`src/rtl/ibex_ahb_arbiter.sv`:
```
// ibex_ahb_arbiter: shares one AHB-Lite master between the Ibex fetch and LSU ports. Rev 1.0
// Optional macro IBEX_AHB_ARB_ERR_EN adds instr_err_o/data_err_o and honours HRESP.
`default_nettype none

module ibex_ahb_arbiter #(
  parameter bit          DATA_PRIO  = 1'b1,
  parameter logic [31:0] RESET_ADDR = 32'h0
) (
  input  logic        clk_i,
  input  logic        rst_ni,
  input  logic        instr_req_i,
  input  logic [31:0] instr_addr_i,
  output logic        instr_gnt_o,
  output logic        instr_rvalid_o,
  output logic [31:0] instr_rdata_o,
  input  logic        data_req_i,
  input  logic        data_we_i,
  input  logic [3:0]  data_be_i,
  input  logic [31:0] data_addr_i,
  input  logic [31:0] data_wdata_i,
  output logic        data_gnt_o,
  output logic        data_rvalid_o,
  output logic [31:0] data_rdata_o,
`ifdef IBEX_AHB_ARB_ERR_EN
  output logic        instr_err_o,
  output logic        data_err_o,
`endif
  output logic [31:0] HADDR,
  output logic [1:0]  HTRANS,
  output logic [2:0]  HSIZE,
  output logic [2:0]  HBURST,
  output logic        HWRITE,
  output logic [31:0] HWDATA,
  input  logic [31:0] HRDATA,
  input  logic        HREADY,
  input  logic        HRESP
);

  localparam logic [1:0] OWN_NONE      = 2'd0;
  localparam logic [1:0] OWN_INSTR     = 2'd1;
  localparam logic [1:0] OWN_DATA      = 2'd2;
  localparam logic [1:0] HTRANS_IDLE   = 2'b00;
  localparam logic [1:0] HTRANS_NONSEQ = 2'b10;

  logic [1:0]  owner_q, owner_d;
  logic        lock_q, lock_d;
  logic        lock_data_q, lock_data_d;
  logic        prio_data_q, prio_data_d;
  logic [31:0] hwdata_q, hwdata_d;

  logic        sel_data;
  logic        any_req;
  logic        nonseq;
  logic        gnt;
  logic        err_stall;
  logic [2:0]  data_size;
  logic [1:0]  data_off;
  logic [3:0]  unused_addr_lsb;

  assign unused_addr_lsb = {instr_addr_i[1:0], data_addr_i[1:0]};

`ifdef IBEX_AHB_ARB_ERR_EN
  // First error cycle: the address phase must be withdrawn.
  assign err_stall = HRESP & ~HREADY;
`else
  logic unused_hresp;
  assign unused_hresp = HRESP;
  assign err_stall    = 1'b0;
`endif

  always_ff @(posedge clk_i) begin
    if (!rst_ni) begin
      owner_q     <= OWN_NONE;
      lock_q      <= 1'b0;
      lock_data_q <= 1'b0;
      prio_data_q <= 1'b0;
      hwdata_q    <= 32'h0;
    end else begin
      owner_q     <= owner_d;
      lock_q      <= lock_d;
      lock_data_q <= lock_data_d;
      prio_data_q <= prio_data_d;
      hwdata_q    <= hwdata_d;
    end
  end

  // A latched winner keeps the address phase until HREADY accepts it.
  always_comb begin
    sel_data = 1'b0;
    any_req  = 1'b0;
    if (lock_q) begin
      sel_data = lock_data_q;
      any_req  = 1'b1;
    end else begin
      any_req = instr_req_i | data_req_i;
      if (instr_req_i && data_req_i) begin
        sel_data = (DATA_PRIO != 1'b0) ? 1'b1 : prio_data_q;
      end else begin
        sel_data = data_req_i;
      end
    end
  end

  assign nonseq = any_req & rst_ni & ~err_stall;
  assign gnt    = nonseq & HREADY;

  always_comb begin
    owner_d     = owner_q;
    lock_d      = lock_q;
    lock_data_d = lock_data_q;
    prio_data_d = prio_data_q;
    hwdata_d    = hwdata_q;
    if ((owner_q != OWN_NONE) && HREADY) begin
      owner_d = OWN_NONE;
    end
    if (gnt) begin
      owner_d     = sel_data ? OWN_DATA : OWN_INSTR;
      lock_d      = 1'b0;
      prio_data_d = ~sel_data;
      if (sel_data) begin
        hwdata_d = data_wdata_i;
      end
    end else if (nonseq && !HREADY) begin
      lock_d      = 1'b1;
      lock_data_d = sel_data;
    end
  end

  always_comb begin
    data_size = 3'b010;
    data_off  = 2'b00;
    case (data_be_i)
      4'b0011: begin data_size = 3'b001; data_off = 2'b00; end
      4'b1100: begin data_size = 3'b001; data_off = 2'b10; end
      4'b0001: begin data_size = 3'b000; data_off = 2'b00; end
      4'b0010: begin data_size = 3'b000; data_off = 2'b01; end
      4'b0100: begin data_size = 3'b000; data_off = 2'b10; end
      4'b1000: begin data_size = 3'b000; data_off = 2'b11; end
      default: begin data_size = 3'b010; data_off = 2'b00; end
    endcase
  end

  always_comb begin
    HTRANS = nonseq ? HTRANS_NONSEQ : HTRANS_IDLE;
    HBURST = 3'b000;
    HWDATA = hwdata_q;
    if (nonseq && sel_data) begin
      HADDR  = {data_addr_i[31:2], data_off};
      HSIZE  = data_size;
      HWRITE = data_we_i;
    end else if (nonseq) begin
      HADDR  = {instr_addr_i[31:2], 2'b00};
      HSIZE  = 3'b010;
      HWRITE = 1'b0;
    end else begin
      HADDR  = RESET_ADDR;
      HSIZE  = 3'b010;
      HWRITE = 1'b0;
    end
    instr_gnt_o    = gnt & ~sel_data;
    data_gnt_o     = gnt & sel_data;
    // Gating with rst_ni drops the data phase abandoned by a reset.
    instr_rvalid_o = rst_ni & HREADY & (owner_q == OWN_INSTR);
    data_rvalid_o  = rst_ni & HREADY & (owner_q == OWN_DATA);
    instr_rdata_o  = HRDATA;
    data_rdata_o   = HRDATA;
  end

`ifdef IBEX_AHB_ARB_ERR_EN
  assign instr_err_o = instr_rvalid_o & HRESP;
  assign data_err_o  = data_rvalid_o & HRESP;
`endif

endmodule

`default_nettype wire

```
`config.mk`:
```
export PLATFORM = sky130hd
export DESIGN_NAME = ibex_ahb_arbiter
export DESIGN_NICKNAME = d
export VERILOG_FILES = /design/src/rtl/ibex_ahb_arbiter.sv
export SDC_FILE = /design/constraint.sdc
export NUM_CORES = 1
export LEC_CHECK = 0
export BUFFER_PORTS_ARGS = -buffer_cell sky130_fd_sc_hd__buf_2
export CORE_AREA = 2 2 110 112
export DETAILED_ROUTE_END_ITERATION = 10
export DIE_AREA = 0 0 112 114
export PLACE_DENSITY = 0.63
export SLEW_MARGIN = 20
export SYNTH_ARGS = -nofsm -noshare
export SYNTH_HDL_FRONTEND = slang
export SYNTH_SLANG_ARGS = --single-unit
```
`constraint.sdc`:
```
create_clock -name clk_i -period 1.4 [get_ports clk_i]
set_clock_uncertainty 0.05 [all_clocks]
set_input_delay 0.28 -clock clk_i [delete_from_list [all_inputs] [get_ports clk_i]]
set_output_delay 0.28 -clock clk_i [all_outputs]
set_load 0.02 [all_outputs]
```
After elaboration in Yosys (flattened, before gate mapping)
Index checks and enable logic that the tools add are counted.
{"block": "totals", "regBits": 36, "latchBits": 0, "mem_bits_rw": 0, "rom_bits": 0, "in_bits": 139, "word_cells": 49, "memories": 0}
{"block": "classes", "n_addsub": 0, "multipliers": 0, "n_div": 0, "order_cmp": 0, "n_eq_ne": 8, "shift": 0, "n_mux": 13, "n_bitwise": 11, "reduce_logical": 13}
{"op": "$mux W32", "n": 2}
{"op": "$eq A4 B2 Y1 const B", "n": 2}
{"op": "$eq A4 B4 Y1 const B", "n": 2}
{"op": "$mux W2", "n": 4}
{"op": "$and A1 B1 Y1", "n": 7}
{"op": "$pmux W2 S3", "n": 1}
{"op": "$reduce_or A2 Y1", "n": 3}
{"op": "$eq A4 B1 Y1 const B", "n": 1}
{"op": "$eq A4 B3 Y1 const B", "n": 1}
{"op": "$logic_and A1 B1 Y1", "n": 4}
{"op": "$mux W1", "n": 4}
{"op": "$pmux W2 S2", "n": 1}
{"op": "$reduce_and A2 Y1", "n": 2}
{"op": "$reduce_bool A2 Y1", "n": 2}
{"op": "$reduce_or A4 Y1", "n": 1}
{"op": "$mux W3", "n": 1}
{"op": "$not A1 Y1", "n": 3}
{"op": "$eq A2 B1 Y1 const B", "n": 1}
{"op": "$eq A2 B2 Y1 const B", "n": 1}
{"op": "$logic_not A1 Y1", "n": 1}
{"op": "$or A1 B1 Y1", "n": 1}

Logic depth before layout (Yosys ltp)
Gate-level depths: netlist of the first run.
{"block": "depth", "depth_word": 6, "mapped_depth": 6, "mapped_depth_nobuf": 3}

Least setup slack after synthesis of the first run
No wires, ideal clock.
{"block": "synth_path", "kind": "register to output", "from": "reg lock_q", "to": "out HADDR[10]", "arrival_ns": 1.330, "path_slack_ns": -0.260, "path_stages_with_launch": 6, "path_buffers": 2, "cell_sequence": "dfxtp_1 -> buf_4 -> mux2i_4 -> buf_2 -> nand2_1 -> a21oi_1"}
{"block": "synth_via", "elab_chain_cells": 4}
{"element": "start, declared", "line_no": "46", "source": "logic lock_q, lock_d;"}
{"element": "start signal, assigned", "line_no": "80", "source": "lock_q <= lock_d;"}
{"element": "$mux W1", "line_no": "91", "source": "if (lock_q) begin"}
{"element": "$and A1 B1 Y1", "line_no": "104", "source": "assign nonseq = any_req & rst_ni & ~err_stall;"}
{"element": "$mux W32 / $logic_and A1 B1 Y1 (equally long branches)", "line_no": "151, 147"}
{"element": "$mux W32 (*)", "line_no": "147", "source": "if (nonseq && sel_data) begin"}
{"element": "end, declared", "line_no": "28", "source": "output logic [31:0] HADDR,"}
Mark *: on every way between the ends. The rest lies on a longest branch, timed or not.

Final worst setup path of the first run
{"block": "layout_path", "from": "reg lock_q", "to": "out HADDR[0]"}
{"block": "layout_via", "elab_chain_cells": 4}
{"element": "$mux W1", "line_no": "91"}
{"element": "$and A1 B1 Y1", "line_no": "104"}
{"element": "$logic_and A1 B1 Y1 (*)", "line_no": "147"}
{"element": "$mux W32 (*)", "line_no": "147"}
Marks and branches as above.

==> results of run 1 <==
## cell families (layout without fill, tap and decap cells)
| group | count (synthesis) | in the layout | synth area share (%) |
|---|---|---|---|
| AO/OA/AOI/OAI | 71 | 71 | 15.39 |
| XOR/XNOR | 2 | 2 | 0.7090 |
| buffers and inverters | 98 | 229 | 27.80 |
| flip-flops | 36 | 36 | 29.16 |
| multiplexers | 2 | 6 | 1.519 |
| other | 1 | 5 | 0.1518 |
| AND/OR/NAND/NOR | 143 | 143 | 25.27 |
## through the flow
stage	instance area (um^2)	util, %	setup WS (ps)	TNS [ps]
2_1_floorplan	2917	-	-152.2	-4509
3_3_place_gp	3597	30.72	-392.6	-14730
3_5_place_dp	3597	30.72	-449.8	-18880
4_1_cts	3961	33.82	-545.6	-22510
5_1_grt	4190	35.78	-634.6	-30550
6_report	4190	35.78	-531.4	-25040
## flip-flops by register name, summed over array words and instances, names as in the netlist
| signal | flops |
|---|---|
| HWDATA | 32 |
| lock_data_q | 1 |
| lock_q | 1 |
| owner_q | 2 |
## routing by layer
metal | up-vias | global-route usage, % | share of wire (%)
met4 | 0 | 2.439 | 0.94
met1 | 1293 | 15.43 | 39
met2 | 144 | 25.98 | 52
li1 | 1366 | - | -
met3 | 13 | 4.145 | 8.0
met5 | - | 0 | 0
## critical path, delay by kind of cell, from the launching register on
kind	cells	cell delay [ps]
flip-flops	1	380
AND/OR/NAND/NOR	2	330
buffers and inverters	2	320
multiplexers	1	290
## cell type report
type,count,area (um^2),area share (%)
inverter,2,7.507,0.1792
sequential,36,728.2,17.38
multi-input combinational,227,1593,38.01
clock buffer,7,152.6,3.643
tap,147,183.9,4.389
timing repair buffer,220,1525,36.40
## worst max-delay path by stage
| stage | start | end | slack, ps | cells past startpoint |
|---|---|---|---|---|
| 2_1_floorplan | lock_q$_SDFFE_PP0P_ | HADDR[10] | -150 | 6 |
| 3_3_place_gp | lock_q$_SDFFE_PP0P_ | HADDR[0] | -390 | 4 |
| 3_5_place_dp | lock_q$_SDFFE_PP0P_ | HADDR[0] | -450 | 4 |
| 4_1_cts | lock_data_q$_SDFFE_PN0P_ | HADDR[25] | -550 | 6 |
| 5_1_grt | lock_q$_SDFFE_PP0P_ | HADDR[25] | -630 | 5 |
| 6_report | lock_q$_SDFFE_PP0P_ | HADDR[0] | -530 | 5 |
## synthesized netlist by cell type (all sizes together) (2+ instances only)
| cell type | instances | area share, % |
|---|---|---|
| o21ai | 33 | 6.7 |
| nor2 | 7 | 1.4 |
| nand3 | 33 | 6.7 |
| clkbuf | 7 | 1.2 |
| nor4 | 2 | 1.0 |
| a21oi | 32 | 6.5 |
| buf | 89 | 26 |
| dfxtp | 36 | 29 |
| nand2 | 95 | 14 |
| inv | 2 | 0.30 |
| nor3b | 2 | 0.61 |
## power breakdown
group | switching, mW | total [mW] | internal, mW | leakage (nW)
combinational | 0.680 | 1.24 | 0.555 | 1.56
sequential | 0.0348 | 1.12 | 1.08 | 0.296
clock | 0.398 | 1.14 | 0.746 | 0.0760
## what timing repair did
action	CTS	global route
cloned	3	4
gates resized for setup	48	49
pin swaps	3	1
setup buffers	4	11
endpoints found under the setup margin	72	70
==> summary.md, run 1 <==
| Metric | Value |
|---|---|
| Min-delay src | data_wdata_i[31] |
| Final Hold Fails | 0 |
| CP startpoint kind | flop |
| Flops & latches, synth | 36 |
| Nets | 631 |
| CTS tree | yes |
| Final WS setup | -531.4 ps |
| Commonest non-fill, non-tap cell in the layout | buf_2 |
| Crit path largest cell delay | 380 ps |
| Via count | 2816 |
| Pleak | about 1.9 nW |
| I/O Buffers | 173 |
| TritonRoute pass-1 iters | 4 |
| Clock transition at path regs | 50 ps |
| WP data arrival | around 1600 ps |
| Largest net degree at the start of global routing | 33 |
| Failing checks | negative setup slack |
| Synthesized cell area | 0.002471 mm^2 |
| CP Max Fanout | 8 |
| Most frequent cells in the layout | buf_2 (138), nand2_1 (91), buf_4 (59), dfxtp_1 (34), nand3_1 (32) |
| Status | complete, but fails checks |
| Hold depth | 3 |
| Initial antenna violation count | 0 |
| Layout cells sized above 1 | 59.55% |
| Clock Sinks | 36 |
| Total CTS buffers | 5 |
| # fillers | between 1000 and 1500 |
| Setup CP Type | reg -> out |
| Period minus WS final | 1931 ps |
| Crit end category | output pin |
| Post-synthesis cell type count | 31 |
| Post-synth EDFFs | 0 |
| Die ar. | 0.01277 mm^2 |
| Crit-path cells | buf_4 > mux2_4 > nand2_4 > nor4_4 > buf_4 |
| Via density | 4.407 |
| Max-Cap Viols | 0 |
| Synth Flop Type | dfxtp_1 |
| Fin Hold WS | ~180 ps |
| Cell area power density | 834.9 mW/mm^2 |
| H-tree levels | 2 |
| # setup viols final | 70 |
| Final Wtd Congestion | 0.7870 |
| Die span in x | 112 um |
| Initial Utilization | 21.10% |
| Clock Path Buffers | 2 |
| Critical Path RT | 1070 ps |
| Detailed placement HPWL | between 6000 and 7000 um |
| Total power draw | 3.499 mW |
| Clk Latency, worst-skew pair | 270 ps |
| Finished Layout Cells | 639 |
| Async set or reset register ratio after synthesis | 0% |
| Ys Warns | 0 |
| Core box area | around 0.012 mm^2 |
| Sequential cell area fraction in the yosys report | between 20% and 30% |
| Vias in the first global route | roughly 2800 |
| Fmax | between 500 and 600 MHz |
| GRT Overall Usage | 13.75% |
| Worst-case reg-to-reg path depth | 9 |
| CP max stage cell | dfxtp_4 |
| Hold EP | HWDATA[31]$_SDFFE_PN0P_ |
| Reg2Reg Setup Slack | -370 ps |
| Post-CTS Hold Fix Bufs | 0 |
| Drt first-iter violations | 135 |
| Routed Antenna Nets | 0 |
| Die Y | 114 um |
| Routed length per instance | ~16 um |
| RR Endpoint | HWDATA[22]$_SDFFE_PN0P_ |
| Most Frequent Cell on Critical Path | buf_4 |
| # diodes | 0 |
| RSZ-0062 raised after global routing | true |
| Worst vdd ir | 0.6159 mV |
| Placed Instances | slightly above 600 |
| Period utilization | 138.0% |
| Cell count after synthesis | ~350 |
| Post-Syn Area per Cell | 7.000 um^2 |
| Area growth syn-to-layout | 69.57% |
| Final wirelength | 10010 um |
| Row cnt | 40 |
| First-pass GRT wire length | 14290 um |
| Hold WC Path Type | in -> reg |
| DRC viols | 0 |
| Final Max Slew Viols | 0 |
| Clk root buf | clkbuf_16 |
| Grt ovf | 0 |
| Critical R2R Launch | lock_q$_SDFFE_PP0P_ |
| Total I/O pin count | 280 |
No activity file was read; power rests on OpenSTA's default activity.
==> run 2: changes to the inputs <==
--- a/config.mk
+++ b/config.mk
@@ -9,6 +9,7 @@
 export CORE_AREA = 2 2 110 112
 export DETAILED_ROUTE_END_ITERATION = 10
 export DIE_AREA = 0 0 112 114
+export MAX_ROUTING_LAYER = met4
 export PLACE_DENSITY = 0.63
 export SLEW_MARGIN = 20
 export SYNTH_ARGS = -nofsm -noshare
==> summary.md, run 2 (synthesized netlist as in run 1, its figures left out) <==
| Metric | Value |
|---|---|
| Cell area power density | 835.6 mW/mm^2 (was 834.9 mW/mm^2) |
| H-tree levels | 2 (unchanged) |
| Grt ovf | 0 (unchanged) |
| Sequential Power Share | 32.0% (about the same) |
| Setup CP Type | reg -> out (unchanged) |
| Pleak | 1.935 nW (was 1.937 nW) |
| Total CTS buffers | 5 (unchanged) |
| Clock Path Buffers | 2 (unchanged) |
| Period minus WS final | 1932 ps (was 1931 ps) |
| Psw | 1.113 mW (about the same) |
| Final WS setup | -531.5 ps (was -531.4 ps) |
| CP startpoint kind | flop (unchanged) |
| Most Frequent Cell on Critical Path | buf_4 (unchanged) |
| Most frequent cells in the layout | buf_2 (138), nand2_1 (91), buf_4 (59), dfxtp_1 (34), nand3_1 (32) (unchanged) |
| CP max stage cell | dfxtp_4 (unchanged) |
| CTS tree | yes (unchanged) |
| Crit-path leading delay family | flip-flops (unchanged) |
| Crit-path cells | buf_4 > mux2_4 > nand2_4 > nor4_4 > buf_4 (unchanged) |
| Clock Sinks | 36 (unchanged) |
| WP data arrival | 1600 ps (about the same) |
| Nets | 631 (unchanged) |
| Hold depth | 3 (unchanged) |
| Max-Cap Viols | 0 (unchanged) |
| TritonRoute pass-1 iters | 4 (unchanged) |
| Final Max Slew Viols | 0 (unchanged) |
| Crit end category | output pin (unchanged) |
| Switching share of power | 31.82% (about the same) |
| Row cnt | 40 (unchanged) |
| Initial antenna violation count | 0 (unchanged) |
| Clk pwr share | 32.8% (was 32.7%) |
| WP depth | 5 (unchanged) |
| Fmax | 517.7 MHz (was 517.8 MHz) |
| Via count | 2838 (was 2816) |
| Layout Utilization | 35.75% (was 35.78%) |
| Largest net degree at the start of global routing | 33 (unchanged) |
| Clk Latency, worst-skew pair | 270 ps (about the same) |
| Routed Antenna Nets | 0 (unchanged) |
| Finished Layout Cells | 639 (unchanged) |
| Final wirelength | 10030 um (was 10010 um) |
| # setup viols final | 70 (unchanged) |
| Period utilization | 138.0% (about the same) |
| First-pass GRT wire length | 14280 um (was 14290 um) |
| Via density | 4.441 (was 4.407) |
| Total I/O pin count | 280 (unchanged) |
| Die span in x | 112 um (unchanged) |
| DP Area | 0.003597 mm^2 (unchanged) |
| Worst-case reg-to-reg path depth | 9 (unchanged) |
| Status | complete, but fails checks (unchanged) |
| P_int | 2.385 mW (about the same) |
| Final instance area | 0.004187 mm^2 (was 0.004190 mm^2) |
| Die ar. | 0.01277 mm^2 (unchanged) |
| Fin Hold WS | 179.2 ps (was 179.7 ps) |
| Final Hold Fails | 0 (unchanged) |
| Max reg flops | 32 (unchanged) |
| # fillers | 1226 (was 1227) |
| RSZ-0062 raised after global routing | true (unchanged) |
| Clk root buf | clkbuf_16 (unchanged) |
| Commonest non-fill, non-tap cell in the layout | buf_2 (unchanged) |
| Failing checks | negative setup slack (unchanged) |
| Critical Path RT | 1070 ps (about the same) |
| CP Max Fanout | 8 (unchanged) |
| Buf+Inv Stages, Crit Path | 2 (unchanged) |
| Worst vdd ir | 0.6166 mV (was 0.6159 mV) |
| # diodes | 0 (unchanged) |
| Core box area | 0.01171 mm^2 (unchanged) |
| Detailed placement HPWL | 6866 um (unchanged) |
| Hold WC Path Type | in -> reg (unchanged) |
| I/O Buffers | 173 (unchanged) |
| Placed Instances | 612 (unchanged) |
| Final Wtd Congestion | 0.7980 (was 0.7870) |
| Total power draw | 3.498 mW (was 3.499 mW) |
| Die Y | 114 um (unchanged) |
| DRC viols | 0 (unchanged) |
| Vias in the first global route | 2815 (was 2810) |
| Layout cells sized above 1 | 59.35% (was 59.55%) |
| Area growth syn-to-layout | 69.42% (was 69.57%) |
| Routed length per instance | 15.69 um (was 15.67 um) |
| Post-CTS Hold Fix Bufs | 0 (unchanged) |
| Combinational power share | 35.3% (about the same) |
| Drt first-iter violations | 162 (was 135) |
| Initial Utilization | 21.10% (unchanged) |
| Crit path largest cell delay | 380 ps (about the same) |
| Clock transition at path regs | 50 ps (about the same) |
| GRT Overall Usage | 14.16% (was 13.75%) |
==> run 2: power by group through the flow <==
stage / Sequential (mW) / Clock [mW] / Combinational [mW]
6_report: 1.12 / 1.15 / 1.23
5_1_grt: 1.13 / 1.22 / 1.32
2_1_floorplan: 1.20 / 0 / 0.859
3_5_place_dp: 1.14 / 0 / 1.07
3_3_place_gp: 1.14 / 0 / 1.05
4_1_cts: 1.12 / 1.17 / 1.16
==> run 2: worst paths after layout <==
check / start / end / slack, ps
worst max-delay path: lock_q$_SDFFE_PP0P_ / HADDR[0] / -530
worst min-delay path: data_wdata_i[7] / HWDATA[7]$_SDFFE_PN0P_ / 180
worst max register to register: lock_q$_SDFFE_PP0P_ / HWDATA[1]$_SDFFE_PN0P_ / -370
worst min register to register: HWDATA[29]$_SDFFE_PN0P_ / HWDATA[29]$_SDFFE_PN0P_ / 390
==> run 2: area by class of cell <==
type                            instances  area [um^2]  area share (%)
Multi-Input combinational cell        227         1589           37.96
Timing Repair Buffer                  220         1525           36.43
Sequential cell                        36        728.2           17.39
Tap cell                              147        183.9           4.393
Clock buffer                            7        152.6           3.646
Inverter                                2        7.507          0.1793
==> run 2: stage by stage <==
stage / setup WS [ps] / setup TNS (ps)
2_1_floorplan: -152.2 / -4509
3_3_place_gp: -392.6 / -14730
3_5_place_dp: -449.8 / -18880
4_1_cts: -545.6 / -22510
5_1_grt: -633.7 / -30520
6_report: -531.5 / -25080
==> run 2: worst register-to-register path, cell delays in order, from the launching register on <==
cell       delay [ps]
dfxtp_4           380
mux2i_4           200
buf_4             130
buf_4             130
nor2_4            220
buf_6             140
buf_6              80
buf_6             110
clkbuf_16         150
o21ai_1            70
==> run 2: metal layers <==
metal / vias up / track usage (%) / wire [um]
li1: 1367 / - / -
met1: 1307 / 15.56 / 3902
met2: 155 / 26.14 / 5258
met3: 9 / 3.932 / 798
met4: 0 / 2.195 / 68
met5: - / - / 0
==> run 2: what timing repair did <==
action / CTS / global route
pin swaps: 3 / 1
endpoints found under the hold margin: 0 / 0
resized for setup: 48 / 48
setup endpoints to repair: 72 / 70
gates cloned: 3 / 4
buffers inserted: 4 / 11
